===== config.mk =====
export PLATFORM = sky130hd
export DESIGN_NAME = pc_sequencer_flat
export DESIGN_NICKNAME = d
export VERILOG_FILES = /design/src/rtl/pc_pkg.sv /design/src/rtl/pc_sequencer_if.sv /design/src/rtl/pc_ras.sv /design/src/rtl/pc_sequencer.sv /design/src/flat_wrapper.sv
export SDC_FILE = /design/constraint.sdc
export NUM_CORES = 1
export LEC_CHECK = 0
export BUFFER_PORTS_ARGS = -buffer_cell sky130_fd_sc_hd__buf_2
export CORE_UTILIZATION = 53
export CTS_CLUSTER_SIZE = 30
export DETAILED_ROUTE_END_ITERATION = 7
export GPL_TIMING_DRIVEN = 0
export PLACE_DENSITY_LB_ADDON = 0.08
export SLEW_MARGIN = 20
export SYNTH_ARGS = -nofsm -noshare
export SYNTH_HDL_FRONTEND = slang
export SYNTH_SLANG_ARGS = --single-unit
export TNS_END_PERCENT = 50

===== constraint.sdc =====
create_clock -name Clk -period 3.5 [get_ports Clk]
set_input_delay 0.525 -clock Clk [delete_from_list [all_inputs] [get_ports Clk]]
set_output_delay 0.525 -clock Clk [all_outputs]
set_load 0.005 [all_outputs]

===== src/rtl/pc_pkg.sv =====
// Shared types for the program-counter sequencer: FSM state encoding and next-PC select.
package pc_pkg;

    typedef enum logic [1:0] {
        ST_BOOT = 2'd0,
        ST_RUN  = 2'd1,
        ST_TRAP = 2'd2
    } pc_state_e;

    typedef enum logic [2:0] {
        SEL_SEQ  = 3'd0,
        SEL_BR   = 3'd1,
        SEL_JMP  = 3'd2,
        SEL_CALL = 3'd3,
        SEL_RET  = 3'd4,
        SEL_EXC  = 3'd5,
        SEL_HOLD = 3'd6
    } pc_sel_e;

endpackage


===== src/rtl/pc_sequencer_if.sv =====
// Fetch-stage control/PC bundle between the pipeline (master) and pc_sequencer (slave).
// Optional return-address-stack signals are present only when PC_RAS_EN is defined.
interface pc_sequencer_if
    import pc_pkg::*;
#(
    parameter int BITS_SIZE = 32
);
    // No backpressure: every control input is sampled on each rising Clk edge and
    // every output is valid for the whole cycle; PCValid qualifies PCResult for fetch.
    logic                 Stall;
    logic                 BranchTaken;
    logic [BITS_SIZE-1:0] BranchOffset;
    logic                 JumpEn;
    logic [BITS_SIZE-1:0] JumpTarget;
    logic                 ExcEn;
    logic [BITS_SIZE-1:0] PCResult;
    logic [BITS_SIZE-1:0] PCPlus;
    logic                 PCValid;
    logic                 MisalignErr;
    pc_state_e            State;
`ifdef PC_RAS_EN
    logic                 CallEn;
    logic                 RetEn;
    logic                 RasEmpty;
    logic                 RasOverflow;

    modport master (
        output Stall, BranchTaken, BranchOffset, JumpEn, JumpTarget, ExcEn, CallEn, RetEn,
        input  PCResult, PCPlus, PCValid, MisalignErr, State, RasEmpty, RasOverflow
    );
    modport slave (
        input  Stall, BranchTaken, BranchOffset, JumpEn, JumpTarget, ExcEn, CallEn, RetEn,
        output PCResult, PCPlus, PCValid, MisalignErr, State, RasEmpty, RasOverflow
    );
`else
    modport master (
        output Stall, BranchTaken, BranchOffset, JumpEn, JumpTarget, ExcEn,
        input  PCResult, PCPlus, PCValid, MisalignErr, State
    );
    modport slave (
        input  Stall, BranchTaken, BranchOffset, JumpEn, JumpTarget, ExcEn,
        output PCResult, PCPlus, PCValid, MisalignErr, State
    );
`endif
endinterface


===== src/rtl/pc_ras.sv =====
// Circular return-address stack; a push on full overwrites the oldest entry and sets
// a sticky overflow flag. Pop has priority over push.
module pc_ras #(
    parameter int W     = 32,
    parameter int DEPTH = 4
) (
    input  logic         Clk,
    input  logic         Reset,
    input  logic         push,
    input  logic         pop,
    input  logic [W-1:0] push_data,
    output logic [W-1:0] top,
    output logic         empty,
    output logic         overflow
);
    localparam int PW = $clog2(DEPTH);

    logic [W-1:0]  mem [DEPTH];
    logic [PW-1:0] ptr;
    logic [PW-1:0] top_idx;
    logic [PW:0]   count;
    logic          full;

    // ptr is the next write slot; the power-of-2 depth makes pointer wrap free
    assign top_idx = ptr - PW'(1);
    assign top     = mem[top_idx];
    assign empty   = (count == '0);
    assign full    = (count == (PW+1)'(DEPTH));

    always_ff @(posedge Clk) begin
        if (Reset) begin
            ptr      <= '0;
            count    <= '0;
            overflow <= 1'b0;
        end else if (pop) begin
            ptr   <= top_idx;
            count <= count - (PW+1)'(1);
        end else if (push) begin
            ptr <= ptr + PW'(1);
            if (full) overflow <= 1'b1;
            else      count    <= count + (PW+1)'(1);
        end
    end

    always_ff @(posedge Clk) begin
        if (!Reset && !pop && push) mem[ptr] <= push_data;
    end
endmodule


===== src/rtl/pc_sequencer.sv =====
// Fetch-stage program counter with BOOT/RUN/TRAP sequencing, branch/jump/exception
// redirect and misalignment trapping. Define PC_RAS_EN to add the call/return stack.
module pc_sequencer
    import pc_pkg::*;
#(
    parameter int                   BITS_SIZE    = 32,
    parameter logic [BITS_SIZE-1:0] RESET_VECTOR = '0,
    parameter logic [BITS_SIZE-1:0] EXC_VECTOR   = BITS_SIZE'('h80),
    parameter int                   INSTR_BYTES  = 4,
    parameter int                   RAS_DEPTH    = 4
) (
    input logic            Clk,
    input logic            Reset,
    pc_sequencer_if.slave  bus
);
    localparam logic [BITS_SIZE-1:0] STEP       = BITS_SIZE'(INSTR_BYTES);
    localparam logic [BITS_SIZE-1:0] ALIGN_MASK = BITS_SIZE'(INSTR_BYTES - 1);

    pc_state_e            state_q;
    logic [BITS_SIZE-1:0] pc_q;
    logic                 valid_q;
    logic                 misalign_q;

    pc_sel_e              sel;
    logic [BITS_SIZE-1:0] pc_plus;
    logic [BITS_SIZE-1:0] target;
    logic                 bad;

    assign pc_plus = pc_q + STEP;

`ifdef PC_RAS_EN
    logic [BITS_SIZE-1:0] ras_top;
    logic                 ras_empty;
    logic                 ras_overflow;
    logic                 ras_push;
    logic                 ras_pop;

    assign ras_push = (sel == SEL_CALL) && !bad;
    assign ras_pop  = (sel == SEL_RET)  && !bad;

    pc_ras #(.W(BITS_SIZE), .DEPTH(RAS_DEPTH)) u_ras (
        .Clk       (Clk),
        .Reset     (Reset),
        .push      (ras_push),
        .pop       (ras_pop),
        .push_data (pc_plus),
        .top       (ras_top),
        .empty     (ras_empty),
        .overflow  (ras_overflow)
    );

    assign bus.RasEmpty    = ras_empty;
    assign bus.RasOverflow = ras_overflow;
`endif

    // Priority select; outside RUN only ExcEn is honoured, everything else holds.
    always_comb begin
        sel = SEL_HOLD;
        if (bus.ExcEn)                           sel = SEL_EXC;
        else if (state_q != ST_RUN || bus.Stall) sel = SEL_HOLD;
`ifdef PC_RAS_EN
        else if (bus.RetEn)                      sel = SEL_RET;
        else if (bus.CallEn)                     sel = SEL_CALL;
`endif
        else if (bus.JumpEn)                     sel = SEL_JMP;
        else if (bus.BranchTaken)                sel = SEL_BR;
        else                                     sel = SEL_SEQ;
    end

    always_comb begin
        target = pc_q;
        case (sel)
            SEL_SEQ:            target = pc_plus;
            SEL_BR:             target = pc_q + bus.BranchOffset;
            SEL_JMP, SEL_CALL:  target = bus.JumpTarget;
`ifdef PC_RAS_EN
            SEL_RET:            target = ras_top;
`endif
            default:            target = pc_q;
        endcase
    end

    // A pop from an empty stack is trapped the same way as a misaligned target.
    always_comb begin
        bad = ((sel == SEL_BR) || (sel == SEL_JMP) || (sel == SEL_CALL) || (sel == SEL_RET))
              && ((target & ALIGN_MASK) != '0);
`ifdef PC_RAS_EN
        if (sel == SEL_RET && ras_empty) bad = 1'b1;
`endif
    end

    always_ff @(posedge Clk) begin
        if (Reset) begin
            state_q    <= ST_BOOT;
            pc_q       <= RESET_VECTOR;
            valid_q    <= 1'b0;
            misalign_q <= 1'b0;
        end else begin
            misalign_q <= bad;
            if (sel == SEL_EXC || bad) begin
                state_q <= ST_TRAP;
                pc_q    <= EXC_VECTOR;
                valid_q <= 1'b0;
            end else if (sel == SEL_HOLD) begin
                if (!bus.Stall && state_q != ST_RUN) begin
                    state_q <= ST_RUN;
                    valid_q <= 1'b1;
                end
            end else begin
                pc_q <= target;
            end
        end
    end

    assign bus.PCResult    = pc_q;
    assign bus.PCPlus      = pc_plus;
    assign bus.PCValid     = valid_q;
    assign bus.MisalignErr = misalign_q;
    assign bus.State       = state_q;
endmodule


===== src/flat_wrapper.sv =====
// flat-port wrapper written by rule: the top's interface ports become plain ports
module pc_sequencer_flat import pc_pkg::*;
#(
    parameter int                   BITS_SIZE    = 32,
    parameter logic [BITS_SIZE-1:0] RESET_VECTOR = '0,
    parameter logic [BITS_SIZE-1:0] EXC_VECTOR   = BITS_SIZE'('h80),
    parameter int                   INSTR_BYTES  = 4,
    parameter int                   RAS_DEPTH    = 4
)
  (Clk, Reset, bus_Stall, bus_BranchTaken, bus_BranchOffset, bus_JumpEn, bus_JumpTarget, bus_ExcEn, bus_PCResult, bus_PCPlus, bus_PCValid, bus_MisalignErr, bus_State);
  pc_sequencer_if #(.BITS_SIZE(BITS_SIZE)) bus_i ();
  input logic Clk;
  input logic Reset;
  input wire logic [$bits(bus_i.Stall)-1:0] bus_Stall;
  input wire logic [$bits(bus_i.BranchTaken)-1:0] bus_BranchTaken;
  input wire logic [$bits(bus_i.BranchOffset)-1:0] bus_BranchOffset;
  input wire logic [$bits(bus_i.JumpEn)-1:0] bus_JumpEn;
  input wire logic [$bits(bus_i.JumpTarget)-1:0] bus_JumpTarget;
  input wire logic [$bits(bus_i.ExcEn)-1:0] bus_ExcEn;
  output wire logic [$bits(bus_i.PCResult)-1:0] bus_PCResult;
  output wire logic [$bits(bus_i.PCPlus)-1:0] bus_PCPlus;
  output wire logic [$bits(bus_i.PCValid)-1:0] bus_PCValid;
  output wire logic [$bits(bus_i.MisalignErr)-1:0] bus_MisalignErr;
  output wire logic [$bits(bus_i.State)-1:0] bus_State;
  assign bus_i.Stall = bus_Stall;
  assign bus_i.BranchTaken = bus_BranchTaken;
  assign bus_i.BranchOffset = bus_BranchOffset;
  assign bus_i.JumpEn = bus_JumpEn;
  assign bus_i.JumpTarget = bus_JumpTarget;
  assign bus_i.ExcEn = bus_ExcEn;
  assign bus_PCResult = bus_i.PCResult;
  assign bus_PCPlus = bus_i.PCPlus;
  assign bus_PCValid = bus_i.PCValid;
  assign bus_MisalignErr = bus_i.MisalignErr;
  assign bus_State = bus_i.State;
  pc_sequencer #(.BITS_SIZE(BITS_SIZE), .RESET_VECTOR(RESET_VECTOR), .EXC_VECTOR(EXC_VECTOR), .INSTR_BYTES(INSTR_BYTES), .RAS_DEPTH(RAS_DEPTH)) u_core (.Clk(Clk), .Reset(Reset), .bus(bus_i));
endmodule

# Word level (Yosys, flattened, before mapping)
# Index checks and enable logic that the tools add are counted.
[totals] word_cells=47 inputBits=70 ff_bits=35 output_inout_bits=68
[op_classes] n_eq_ne=8 n_mux=10 n_addsub=2 bitwise_logic=1 n_reduce_logical=20
[ops] op="$pmux 32 s3" count=1
[ops] op="$add 32x3->32 const B" count=1
[ops] op="$add 32x32->32" count=1
[ops] op="$reduce_bool 32->1" count=1
[ops] op="$mux 8" count=2
[ops] op="$eq 3x3->1 const B" count=3
[ops] op="$mux 3" count=3
[ops] op="$reduce_and 2->1" count=4
[ops] op="$eq 3x2->1 const B" count=2
[ops] op="$mux 2" count=3
[ops] op="$logic_or 1x1->1" count=5
[ops] op="$ne 2x1->1 const B" count=2
[ops] op="$reduce_bool 2->1" count=2
[ops] op="$reduce_bool 4->1" count=1
[ops] op="$reduce_or 2->1" count=2
[ops] op="$eq 3x1->1 const B" count=1
[ops] op="$logic_not 3->1" count=1
[ops] op="$reduce_bool 3->1" count=1
[ops] op="$logic_and 1x1->1" count=2
[ops] op="$logic_not 1->1" count=1
[ops] op="$mux 1" count=1
[ops] op="$not 1->1" count=1

# Longest topological paths before layout
[logic_depth] word_depth=12 depth_mapped=11 mapped_depth_nobuf=10

# Worst setup path before layout
# OpenSTA, ideal clock, no wires.
[synth_timing] path_kind="input-to-reg" start="in bus_BranchOffset[0]" end="reg u_core.pc_q[22] (netlist: u_core.bus.PCResult[22])" path_slack_ns=0.812 path_buffers=0 arrival_ns=2.572 setup_time_ns=0.116 t_required_ns=3.384 cell_stages=10 cell_sequence="ha_1 > fa_1 > a21o_1 > a221oi_4 > o211ai_2 > a221oi_4 > o21ai_2 > xnor2_1 > a21oi_1 > a31o_1"
[synth_between] elab_chain_cells=6
[synth_rtl] item="from (decl)" line_no="flat_wrapper.sv:16" source="input wire logic [$bits(bus_i.BranchOffset)-1:0] bus_BranchOffset;"
[synth_rtl] item="$add 32x32->32 *" line_no="pc_sequencer.sv:74" source="SEL_BR: target = pc_q + bus.BranchOffset;"
[synth_rtl] item="$pmux 32 s3 *" line_no="pc_sequencer.sv:72" source="case (sel)"
[synth_rtl] item="$reduce_bool 32->1" line_no="pc_sequencer.sv:86" source="&& ((target & ALIGN_MASK) != '0);"
[synth_rtl] item="$logic_and 1x1->1" line_no="pc_sequencer.sv:86"
[synth_rtl] item="$logic_or 1x1->1" line_no="pc_sequencer.sv:100" source="if (sel == SEL_EXC || bad) begin"
[synth_rtl] item="$reduce_or 2->1 (no source line)"
[synth_rtl] item="to (signal assigned)" line_no="pc_sequencer.sv:110" source="pc_q <= target;"
[synth_rtl] item="to (decl)" line_no="pc_sequencer.sv:20" source="logic [BITS_SIZE-1:0] pc_q;"
# Mark *: on every way between the ends. The rest lies on a longest branch, timed or not.
# A chain may end at the register's enable or synchronous reset.

# Worst setup path after layout
[layout_timing] start="reg u_core.pc_q[4] (netlist: u_core.bus.PCResult[4])" end="out bus_PCPlus[27]"
[layout_between] elab_chain_cells=1
[layout_rtl] item="$add 32x3->32" line_no="pc_sequencer.sv:29" source="assign pc_plus = pc_q + STEP;"
[layout_rtl] item="to (decl)" line_no="flat_wrapper.sv:21" source="output wire logic [$bits(bus_i.PCPlus)-1:0] bus_PCPlus;"
# No other way between the ends.

==> results.md <==
* Worst Clk Skew at 10.2 ps
* MaxCap Viol Count at 0
* Peak supply drop at 0.000120 V
* Category of the critical setup timing path: reg2out
* Simple-gate portion of the synthesized area at 0.253
* Adder-cell share of the synthesized area at 0.0942
* Biggest cell delay along the critical path at 920 ps
* Global-route wire length before repair at 26200 um
* Layout overhead on the synthesized area at 19.9%
* I/O Buffers at 134
* Mean instance size in the synthesized netlist at 7.24 um2
* Buffers & Inverters on Critical Path at 1
* Worst Min Path Start: Reset
* Sw Ratio at 0.348
* Cell family with the largest share of critical-path delay: simple AND/OR/NAND/NOR gates
* Most common cell after layout, fill and taps aside: sky130_fd_sc_hd__buf_2
* Dominant register cell in the synthesized netlist: sky130_fd_sc_hd__dfxtp_1
* Core Rows at 33
* Post-CTS clock slew at the launch and capture registers of the worst setup and hold paths at 80 ps
* Area occupied by registers at 701 um2
* Root cell of the clock tree: sky130_fd_sc_hd__clkbuf_8
* Setup repair after global routing missed its margin: no
* Length in cells of the worst reg-to-reg path at 10
* Share of flip-flops with an asynchronous set or reset at 0
* Part of the power in combinational logic at 0.276
* Max-slew violations at 0
* Antenna viol nets, final at 0
* Area enclosed by the die boundary at 0.00879 mm2
* Top fanout value on the critical path at 9
* Final cycle utilization of the critical path at 0.892
* Total wire length after detailed routing at 17400 um
* Starting density of the core at 0.546
* WHS Path Cells at 2
* Critical Path End Type: primary output
* Setup crit start kind: flop
* Post-layout nets at 861
* Clock network latency to the later pin of the worst-skew pair at 310 ps
* Combinational family with the most area after synthesis: compound AO/OA/AOI/OAI gates
* Leading cell types in the layout, fill and taps excluded: sky130_fd_sc_hd__buf_2, sky130_fd_sc_hd__a21oi_1, sky130_fd_sc_hd__nand2_1
* Routed WL per cell at 20.1 um
* Worst-case clock buffer depth at 2
* Maximum number of pins on one net before global-route repair at 11
* Req. time, crit path at 2970 ps
* Post-route minimum period at 3120 ps
* Total instance count after detailed placement at 856
* Number of inserted filler cells in the final layout at 784
* DRC marker count from the first detailed-route iteration at 605
* Cell with the biggest individual delay on the critical path: sky130_fd_sc_hd__nor4_2
* Number of H-tree branching levels at 2
* Total inserted antenna cells at 0
* Number of synthesized flops with an enable pin at 0
* Sw power at 0.000356 W
* Design internal power at 0.000667 W
* Result of the run: finished, final reports clean
* Power density over the cells at 191 mW/mm2
* Synth Warn # at 0
* Instance count on the critical path at 5
* Cts hold-fix bufs at 0
* Top achievable clock speed at 320 MHz
* Pin slew with the least headroom to its limit at 1040 ps
* R2R Path End: u_core.bus.PCResult[22]
* Resized cells post-CTS at 0
* Total clock buffers created by CTS at 5
* Endpoints failing hold at 0
* Aggregate negative setup slack at 0 ps
* Boundary pin count at 138
* Die height at 93.8 um
* Synthesized net count at 720
* Layout cell share with drive strength beyond 1 at 0.226
* Vias/cell at 6.56
* Synthesized-area fraction occupied by xor and xnor cells at 0.0902
* Setup slack, reg-to-reg at 420 ps
* Overall track demand over capacity in global routing at 0.387
* GRT Residual Overflow at 0
* DR DRC count at 0
* Area of the mapped netlist at 0.00446 mm2
* Distinct cell type count after synthesis at 75
* Via count at 5658
* Pleak at 2.51 nW
* Final cell count without fillers at 863
* Global placer's final weighted congestion at 0.979
* Sinks on Clock Net at 35
* Critical path cell sequence: nand4_1, nor4_2, and3_1, xor2_1, buf_2
* Number of antenna violations at the first check in global routing at 0
* Fraction of the mapped netlist area in compound gates at 0.338
* Clk pwr share at 0.319
* Fraction of synthesized area in multiplexers at 0.0157
* Portion of total power attributed to sequential cells at 0.405
* Number of detailed-routing iterations run before antenna repair at 5
* Setup Fix Bufs, Post-CTS at 0
* Setup violations, final at 0
* Floorplan Core Area at 0.00818 mm2
* Max_slew headroom at 0.301
* Launch point of the worst path: u_core.bus.PCResult[4]
* Hold crit path type: in2reg
* Clock tree from TritonCTS: done
* Area used by multi-input combinational logic at 0.00353 mm2
* Origin of the critical flop-to-flop path: u_core.bus.PCResult[0]
* Fraction of the yosys area taken by sequential cells at 0.157
* HPWL Detailed at 13200 um
* Data arrival time of the worst path at 2600 ps
* Number of standard cells after synthesis at 617
* Width of the die at 93.8 um
* Flip-flop and latch count after synthesis at 35
* CP Capture Point: bus_PCPlus[27]
* Vias in the first global route at 4999
[worst register-to-register path: stages, from the launching register on]
cell                       delay, ps
sky130_fd_sc_hd__dfxtp_1         340
sky130_fd_sc_hd__ha_1            230
sky130_fd_sc_hd__fa_1            420
sky130_fd_sc_hd__a21o_1          230
sky130_fd_sc_hd__a221oi_4        370
sky130_fd_sc_hd__o211ai_2        230
sky130_fd_sc_hd__a221oi_4        450
sky130_fd_sc_hd__o21ai_2         150
sky130_fd_sc_hd__xnor2_1         250
sky130_fd_sc_hd__a21oi_1         110
sky130_fd_sc_hd__a31o_1          200
[cell usage after synthesis (all sizes together) (3+ instances only)]
master | count | share of area
a221oi | 14 | 0.035
or2 | 4 | 0.0056
a31oi | 4 | 0.0056
o22ai | 3 | 0.0042
a211o | 4 | 0.0078
xor2 | 20 | 0.039
a32oi | 3 | 0.0059
or3 | 3 | 0.0042
nor2b | 4 | 0.0056
a22oi | 8 | 0.013
o211ai | 10 | 0.019
a211oi | 6 | 0.010
buf | 10 | 0.015
and3 | 12 | 0.018
nor4 | 4 | 0.0084
o31ai | 3 | 0.0050
clkbuf | 30 | 0.025
o21ai | 49 | 0.056
mux2i | 7 | 0.016
and2 | 3 | 0.0042
o221ai | 3 | 0.0059
nand4 | 16 | 0.025
o21a | 3 | 0.0050
nand2b | 4 | 0.0056
nor3 | 13 | 0.016
xnor2 | 26 | 0.051
a31o | 3 | 0.0059
nor3b | 6 | 0.011
and4 | 8 | 0.016
dfxtp | 35 | 0.16
ha | 32 | 0.090
nor2 | 59 | 0.050
a221o | 3 | 0.0067
a21o | 20 | 0.034
nand2 | 60 | 0.050
inv | 14 | 0.012
nand3 | 20 | 0.022
a21oi | 64 | 0.074
[power groups by stage]
stage / clock network, W / logic [W] / registers, W
global route: 0.000334 / 0.000304 / 0.000415
detailed placement: 0 / 0.000271 / 0.000423
finish: 0.000327 / 0.000282 / 0.000414
CTS: 0.000322 / 0.000273 / 0.000413
floorplan: 0 / 0.000166 / 0.000421
global placement: 0 / 0.000267 / 0.000423
[flip-flops by register name (all words and copies together) (netlist names)]
signal and count:
u_core.bus.State 2, u_core.bus.MisalignErr 1, u_core.bus.PCResult 32
[cell families (layout without fill, tap and decap cells)]
kind of cell,count (synthesis),after routing
AOI/OAI and AO/OA,220,220
xor gates and xnor gates,46,46
adders and majority gates,33,33
buffers and inverters,54,195
DFF,35,35
muxes,7,7
and+or+nand+nor,222,222
[stage by stage]
step	hold slack, ps	utilization	power, W	worst slack [ps]	cell area, um2
finish	435	0.655	0.00102	378	5350
global route	449	0.655	0.00105	316	5350
CTS	438	0.655	0.00101	436	5350
detailed placement	512	0.644	0.000695	224	5270
global placement	485	0.644	0.000690	246	5270
floorplan	497	-	0.000587	812	4460
[per-layer routing]
layer | vias to the layer above | track usage | wire length (um)
met3 | 55 | 0.0429 | 1780
met5 | - | 0 | 0
met1 | 2613 | 0.541 | 7390
met2 | 384 | 0.597 | 7550
li1 | 2606 | - | -
met4 | 0 | 0.163 | 624
[worst min path at each step]
stage                                   endpoint  slack (ps)
final                        u_core.bus.State[1]         440
after global routing      u_core.bus.MisalignErr         450
after floorplan              u_core.bus.State[0]         500
after CTS                    u_core.bus.State[1]         440
after global placement       u_core.bus.State[0]         480
after detailed placement     u_core.bus.State[0]         510
[area by class of cell]
type,count,area share
clock buffer,6,0.0154
timing repair buffer,134,0.125
multi-input combinational,528,0.660
tap,105,0.0245
sequential,35,0.131
clock inverter,1,0.000935
inverter,14,0.00982
buffer,40,0.0337
No activity file was read; power rests on OpenSTA's default activity.
